--- config.mk ---
export PLATFORM = sky130hd
export DESIGN_NAME = i2s_receive
export DESIGN_NICKNAME = d
export VERILOG_FILES = /design/src/rtl/i2s_receive.sv
export SDC_FILE = /design/constraint.sdc
export NUM_CORES = 1
export LEC_CHECK = 0
export CORE_ASPECT_RATIO = 0.9
export CORE_MARGIN = 4
export CORE_UTILIZATION = 55
export CTS_CLUSTER_DIAMETER = 60
export DETAILED_ROUTE_END_ITERATION = 8
export GPL_TIMING_DRIVEN = 1
export PLACE_DENSITY = 0.72
export SLEW_MARGIN = 10
export SYNTH_ARGS = -nofsm -noshare
export SYNTH_HDL_FRONTEND = slang
export SYNTH_SLANG_ARGS = --single-unit
--- constraint.sdc ---
create_clock -name M_AXIS_ACLK -period 2.4 [get_ports M_AXIS_ACLK]
set_clock_uncertainty 0.1 [all_clocks]
set_input_delay 0.72 -clock M_AXIS_ACLK [delete_from_list [all_inputs] [get_ports M_AXIS_ACLK]]
set_output_delay 0.72 -clock M_AXIS_ACLK [all_outputs]
set_load 0.02 [all_outputs]
--- src/rtl/i2s_receive.sv ---
// I2S serial capture into AXI4-Stream stereo pairs (left beat TLAST=0, right beat TLAST=1).
// sck/ws/sd are synchronized into the ACLK domain and only edge-detected, never used as clocks.
module i2s_receive #(
    parameter int DATA_WIDTH = 32
) (
    input  logic                  M_AXIS_ACLK,
    input  logic                  M_AXIS_ARESETN,
    output logic [DATA_WIDTH-1:0] M_AXIS_TDATA,
    output logic                  M_AXIS_TLAST,
    output logic                  M_AXIS_TVALID,
    input  logic                  M_AXIS_TREADY,
    input  logic                  sck,
    input  logic                  ws,
    input  logic                  sd,
    output logic                  overrun
);

    localparam int CW = $clog2(DATA_WIDTH + 1);
    localparam logic [CW-1:0]         CNT_MAX  = CW'(DATA_WIDTH);
    localparam logic [CW-1:0]         CNT_ONE  = CW'(1);
    localparam logic [DATA_WIDTH-1:0] MSB_MASK = {1'b1, {(DATA_WIDTH-1){1'b0}}};
    localparam logic [DATA_WIDTH-1:0] ZERO_W   = {DATA_WIDTH{1'b0}};

    typedef enum logic [1:0] {
        ST_IDLE  = 2'd0,
        ST_LEFT  = 2'd1,
        ST_RIGHT = 2'd2
    } state_e;

    logic                  sck_meta_q, sck_meta_d, sck_sync_q, sck_sync_d, sck_prev_q, sck_prev_d;
    logic                  ws_meta_q, ws_meta_d, ws_sync_q, ws_sync_d;
    logic                  sd_meta_q, sd_meta_d, sd_sync_q, sd_sync_d;
    logic                  ws_prev_q, ws_prev_d, ws_seen_q, ws_seen_d;
    logic                  locked_q, locked_d, left_valid_q, left_valid_d;
    logic [CW-1:0]         bit_cnt_q, bit_cnt_d;
    logic [DATA_WIDTH-1:0] shift_q, shift_d;
    logic [DATA_WIDTH-1:0] left_hold_q, left_hold_d, right_hold_q, right_hold_d;
    state_e                state_q, state_d;
    logic [DATA_WIDTH-1:0] tdata_q, tdata_d;
    logic                  tlast_q, tlast_d, tvalid_q, tvalid_d, overrun_q, overrun_d;

    logic                  sck_rise_s, slot_end_s, left_done_s, right_done_s;
    logic [DATA_WIDTH-1:0] bit_mask_s, shift_bit_s;

    // Next-state logic: synchronizers, slot capture, pair hand-off and output FSM.
    always_comb begin
        sck_meta_d   = sck;
        sck_sync_d   = sck_meta_q;
        sck_prev_d   = sck_sync_q;
        ws_meta_d    = ws;
        ws_sync_d    = ws_meta_q;
        sd_meta_d    = sd;
        sd_sync_d    = sd_meta_q;
        ws_prev_d    = ws_prev_q;
        ws_seen_d    = ws_seen_q;
        locked_d     = locked_q;
        left_valid_d = left_valid_q;
        bit_cnt_d    = bit_cnt_q;
        shift_d      = shift_q;
        left_hold_d  = left_hold_q;
        right_hold_d = right_hold_q;
        state_d      = state_q;
        tdata_d      = tdata_q;
        tlast_d      = tlast_q;
        tvalid_d     = tvalid_q;
        overrun_d    = 1'b0;

        sck_rise_s  = sck_sync_q & ~sck_prev_q;
        bit_mask_s  = MSB_MASK >> bit_cnt_q;
        // Word including the bit sampled on this edge; bits past DATA_WIDTH fall off (mask is zero).
        if (sd_sync_q && (bit_cnt_q < CNT_MAX)) begin
            shift_bit_s = shift_q | bit_mask_s;
        end else begin
            shift_bit_s = shift_q;
        end
        slot_end_s   = sck_rise_s && ws_seen_q && (ws_sync_q != ws_prev_q);
        left_done_s  = slot_end_s && locked_q && !ws_prev_q;
        right_done_s = slot_end_s && locked_q && ws_prev_q && left_valid_q;

        if (sck_rise_s) begin
            ws_prev_d = ws_sync_q;
            ws_seen_d = 1'b1;
            if (slot_end_s) begin
                shift_d   = ZERO_W;
                bit_cnt_d = {CW{1'b0}};
                locked_d  = 1'b1;
            end else begin
                shift_d = shift_bit_s;
                if (bit_cnt_q < CNT_MAX) begin
                    bit_cnt_d = bit_cnt_q + CNT_ONE;
                end else begin
                    bit_cnt_d = bit_cnt_q;
                end
            end
        end else begin
            ws_prev_d = ws_prev_q;
        end

        // A right slot pairs only with the left slot that ended directly before it.
        if (left_done_s) begin
            left_hold_d  = shift_bit_s;
            left_valid_d = 1'b1;
        end else if (slot_end_s) begin
            left_valid_d = 1'b0;
        end else begin
            left_valid_d = left_valid_q;
        end

        case (state_q)
            ST_IDLE: begin
                if (right_done_s) begin
                    right_hold_d = shift_bit_s;
                    tdata_d      = left_hold_q;
                    tlast_d      = 1'b0;
                    tvalid_d     = 1'b1;
                    state_d      = ST_LEFT;
                end else begin
                    tvalid_d = 1'b0;
                end
            end
            ST_LEFT: begin
                if (M_AXIS_TREADY) begin
                    tdata_d = right_hold_q;
                    tlast_d = 1'b1;
                    state_d = ST_RIGHT;
                end else begin
                    state_d = ST_LEFT;
                end
            end
            ST_RIGHT: begin
                if (M_AXIS_TREADY) begin
                    tvalid_d = 1'b0;
                    tlast_d  = 1'b0;
                    state_d  = ST_IDLE;
                end else begin
                    state_d = ST_RIGHT;
                end
            end
            default: begin
                tvalid_d = 1'b0;
                tlast_d  = 1'b0;
                state_d  = ST_IDLE;
            end
        endcase

        // Busy includes the cycle of the final RIGHT handshake.
        if (right_done_s && (state_q != ST_IDLE)) begin
            overrun_d = 1'b1;
        end else begin
            overrun_d = 1'b0;
        end
    end

    // State registers with synchronous active-low reset.
    always_ff @(posedge M_AXIS_ACLK) begin
        if (!M_AXIS_ARESETN) begin
            sck_meta_q   <= 1'b0;
            sck_sync_q   <= 1'b0;
            sck_prev_q   <= 1'b0;
            ws_meta_q    <= 1'b0;
            ws_sync_q    <= 1'b0;
            sd_meta_q    <= 1'b0;
            sd_sync_q    <= 1'b0;
            ws_prev_q    <= 1'b0;
            ws_seen_q    <= 1'b0;
            locked_q     <= 1'b0;
            left_valid_q <= 1'b0;
            bit_cnt_q    <= {CW{1'b0}};
            shift_q      <= ZERO_W;
            left_hold_q  <= ZERO_W;
            right_hold_q <= ZERO_W;
            state_q      <= ST_IDLE;
            tdata_q      <= ZERO_W;
            tlast_q      <= 1'b0;
            tvalid_q     <= 1'b0;
            overrun_q    <= 1'b0;
        end else begin
            sck_meta_q   <= sck_meta_d;
            sck_sync_q   <= sck_sync_d;
            sck_prev_q   <= sck_prev_d;
            ws_meta_q    <= ws_meta_d;
            ws_sync_q    <= ws_sync_d;
            sd_meta_q    <= sd_meta_d;
            sd_sync_q    <= sd_sync_d;
            ws_prev_q    <= ws_prev_d;
            ws_seen_q    <= ws_seen_d;
            locked_q     <= locked_d;
            left_valid_q <= left_valid_d;
            bit_cnt_q    <= bit_cnt_d;
            shift_q      <= shift_d;
            left_hold_q  <= left_hold_d;
            right_hold_q <= right_hold_d;
            state_q      <= state_d;
            tdata_q      <= tdata_d;
            tlast_q      <= tlast_d;
            tvalid_q     <= tvalid_d;
            overrun_q    <= overrun_d;
        end
    end

    assign M_AXIS_TDATA  = tdata_q;
    assign M_AXIS_TLAST  = tlast_q;
    assign M_AXIS_TVALID = tvalid_q;
    assign overrun       = overrun_q;

endmodule

==> impl_metrics.csv <==
group,metric,value,unit
floorplanning,dieWidth,125,um
detailed_routing,ant_nets,0,
pwr,finalPower,5360,uW
worst_setup_path,worstPathRequired,1.58,ns
sta,max_slew_margin,0.306,
detailed_routing,dr.pass1.iters,5,
detailed_routing,drc,0,
clock_network,cts_sinks,150,
logic_synthesis,synth_cell_types,45,
global_routing,grt-ovfl-total,0,
clock_network,clk_pin_slew,0.06,ns
detailed_routing,dr_total_vias,5709,
placed_design,gp_congestion,0.812,
worst_setup_path,crit_path_end_kind,"output port",
placed_design,post-dp-hpwl,10.8,mm
final_layout,diodes,0,
sta,max_freq,450,MHz
sta,hold_ws,0.340,ns
floorplanning,core_area,12100,sq um
worst_setup_path,cp_slowest_cell,"clkdlybuf4s50_1",
clock_network,ctsHoldBuffers,0,
sta,fin_crit_sh,0.927,
final_layout,final-seq-area,3000,sq um
logic_synthesis,synthesis.area,6800,sq um
detailed_routing,wire_per_inst,19.2,um
global_routing,grtUsageTotal,0.237,
final_layout,synthToLayoutAreaGrowth,15.8,%
logic_synthesis,synth_top_area_cell,"dfxtp_1",
worst_setup_path,path_class,"reg -> out",
clock_network,clk_latency,0.42,ns
clock_network,cts_resized,0,
worst_setup_path,worst-path-buf-inv,1,
clock_network,tritoncts,"built",
sta,slew_viol_final,0,
final_layout,instances_no_fill,886,
global_routing,antenna_found_initial,0,
worst_setup_path,max_stage_delay,0.62,ns
logic_synthesis,yosysMostFrequentCell,"dfxtp_1",
pwr,power.leakage,0.00276,uW
detailed_routing,vias_per_cell,6.44,
hold_path,worstHoldPathType,"reg -> reg",
clock_network,clockBufferDepth,2,
logic_synthesis,ys_ff_latch,150,
floorplanning,ios,41,
outcome,outcome,"complete, no violations",
detailed_routing,drt_iter0_markers,505,
logic_synthesis,syn_area_per_cell,9.54,sq um
pwr,peakVddDrop,0.000559,V
global_routing,grt_pass1_wl,27.7,mm
final_layout,nNetsFinal,725,
worst_setup_path,cp_max_fo,3,
worst_setup_path,crit_family,"buffers and inverters",
detailed_routing,route.met2.wl,8.35,mm
final_layout,n_fill_cell,956,
sta,layout_min_cycle_time,2.22,ns
logic_synthesis,syn_nets,725,
worst_setup_path,start_kind,"flop",
detailed_routing,routed_wirelength,17.0,mm
logic_synthesis,synth_edf_count,0,
sta,tightest_slew,1.04,ns
placed_design,portBuffers,40,
logic_synthesis,yosys_warnings,0,
logic_synthesis,syn_inst,713,
final_layout,multi_input_area,3420,sq um
floorplanning,dieArea,14200,sq um
logic_synthesis,ys_seq_area_frac,0.441,
final_layout,drive_gt1_frac,0.169,
floorplanning,die_y,114,um
placed_design,dp.cells,854,
flow_run,max_cap_viol_count,0,
final_layout,fin_area,7880,sq um
logic_synthesis,synth_ff_type,"dfxtp_1",
logic_synthesis,synthArstFlopShare,0,
sta,final.setup.tns,0,ns
sta,rsz0062_at_grt,"false",
logic_synthesis,ys_top_cells_by_count,"150 x dfxtp_1, 96 x a21oi_1, 48 x clkbuf_1",
floorplanning,start_util,0.563,
worst_setup_path,critPathArrivalTime,1.40,ns
sta,setup_viol,0,
clock_network,htreeDepth,4,
worst_setup_path,path_cells,"clkdlybuf4s50_1",
clock_network,cts_root_buf,"clkbuf_16",
logic_synthesis,synth_top_cell_area_share,0.441,
logic_synthesis,synth_area_leaders,"dfxtp_1 44%, a21oi_1 7.1%, o2bb2ai_2 6.6%",
pwr,p_per_area,681,nW/um^2
global_routing,grt_max_degree,98,
detailed_routing,met1_length,7.35,mm
clock_network,numCtsBuffers,17,
floorplanning,row_count,38,
detailed_routing,wl_met3,842,um
placed_design,post_dp_cell_area,7270,sq um
clock_network,cts_setup_buffers,0,
sta,hold_violations,0,
global_routing,grt_pass1_vias,5458,
detailed_routing,top_layer,"met4",
[placed cells by master, fill, tap and decap left out, drive strengths merged, types with 2 or more instances in the layout]
master	n
ha	6
or3	2
nand3	34
inv	4
nor3b	2
or4	2
nor2	39
a211oi	33
and3b	2
nand2	37
and2	10
a21oi	96
nor4bb	8
clkdlybuf4s50	39
nor2b	7
nand3b	2
o21ai	5
and4b	9
nor3	9
dfxtp	150
buf	24
a211o	32
nand4	32
nor4b	2
mux2	32
o2bb2ai	32
a32oi	32
clkinv	4
o21a	2
clkbuf	24
bufinv	3
[cells by family (layout without fill, tap and decap cells)]
group                      Yosys count  after routing  synth area share
adders and majority gates            6              6            0.0110
muxes                               33             33            0.0544
buffers and inverters               86             99            0.0570
DFF                                150            150             0.441
AOI/OAI and AO/OA                  235            235             0.268
and+or+nand+nor                    202            202             0.166
xor gates and xnor gates             1              1           0.00129
[flip-flops by register name, indices dropped and copies added, names as in the netlist, 2 cells and up]
name	flops
bit_cnt_q	6
shift_q	32
right_hold_q	32
M_AXIS_TDATA	32
state_q	2
left_hold_q	32
[metal layers]
| metal | global-route usage | up-vias |
|---|---|---|
| met1 | 0.296 | 2791 |
| li1 | - | 2707 |
| met4 | 0.110 | 0 |
| met2 | 0.394 | 178 |
| met3 | 0.0529 | 33 |
| met5 | 0 | - |
[cell type report]
type | count | area share
multi-input combinational | 477 | 0.435
sequential | 150 | 0.381
timing repair buffer | 63 | 0.0801
clock buffer | 24 | 0.0612
tap | 160 | 0.0254
clock inverter | 8 | 0.0154
inverter | 4 | 0.00191
[worst reg2reg max path: stages (launching register included)]
cell and delay [ns]:
dfxtp_1 0.39, nand3b_1 0.25, o21ai_2 0.83, buf_4 0.32, nor2_1 0.06
[power by group]
group | internal (uW) | switching [uW]
logic | 45.1 | 95.5
registers | 2500 | 11.4
clock network | 1710 | 998
[metrics by stage]
step	setup slack, ns	util
floorplan	0.356	-
global placement	0.244	0.602
detailed placement	0.186	0.602
CTS	0.158	0.652
global route	0.118	0.652
finish	0.176	0.652
[path summary, 6_finish.rpt]
check                         from                to  slack [ns]  cells past startpoint
setup / recovery  M_AXIS_TDATA[18]  M_AXIS_TDATA[18]        0.18                      1
hold / removal          sck_meta_q        sck_prev_d        0.34                      1
setup reg to reg        sck_prev_q       shift_q[30]        0.34                      4
hold reg to reg         sck_meta_q        sck_prev_d        0.34                      1
Note: power is estimated with default switching activity, not from simulation.
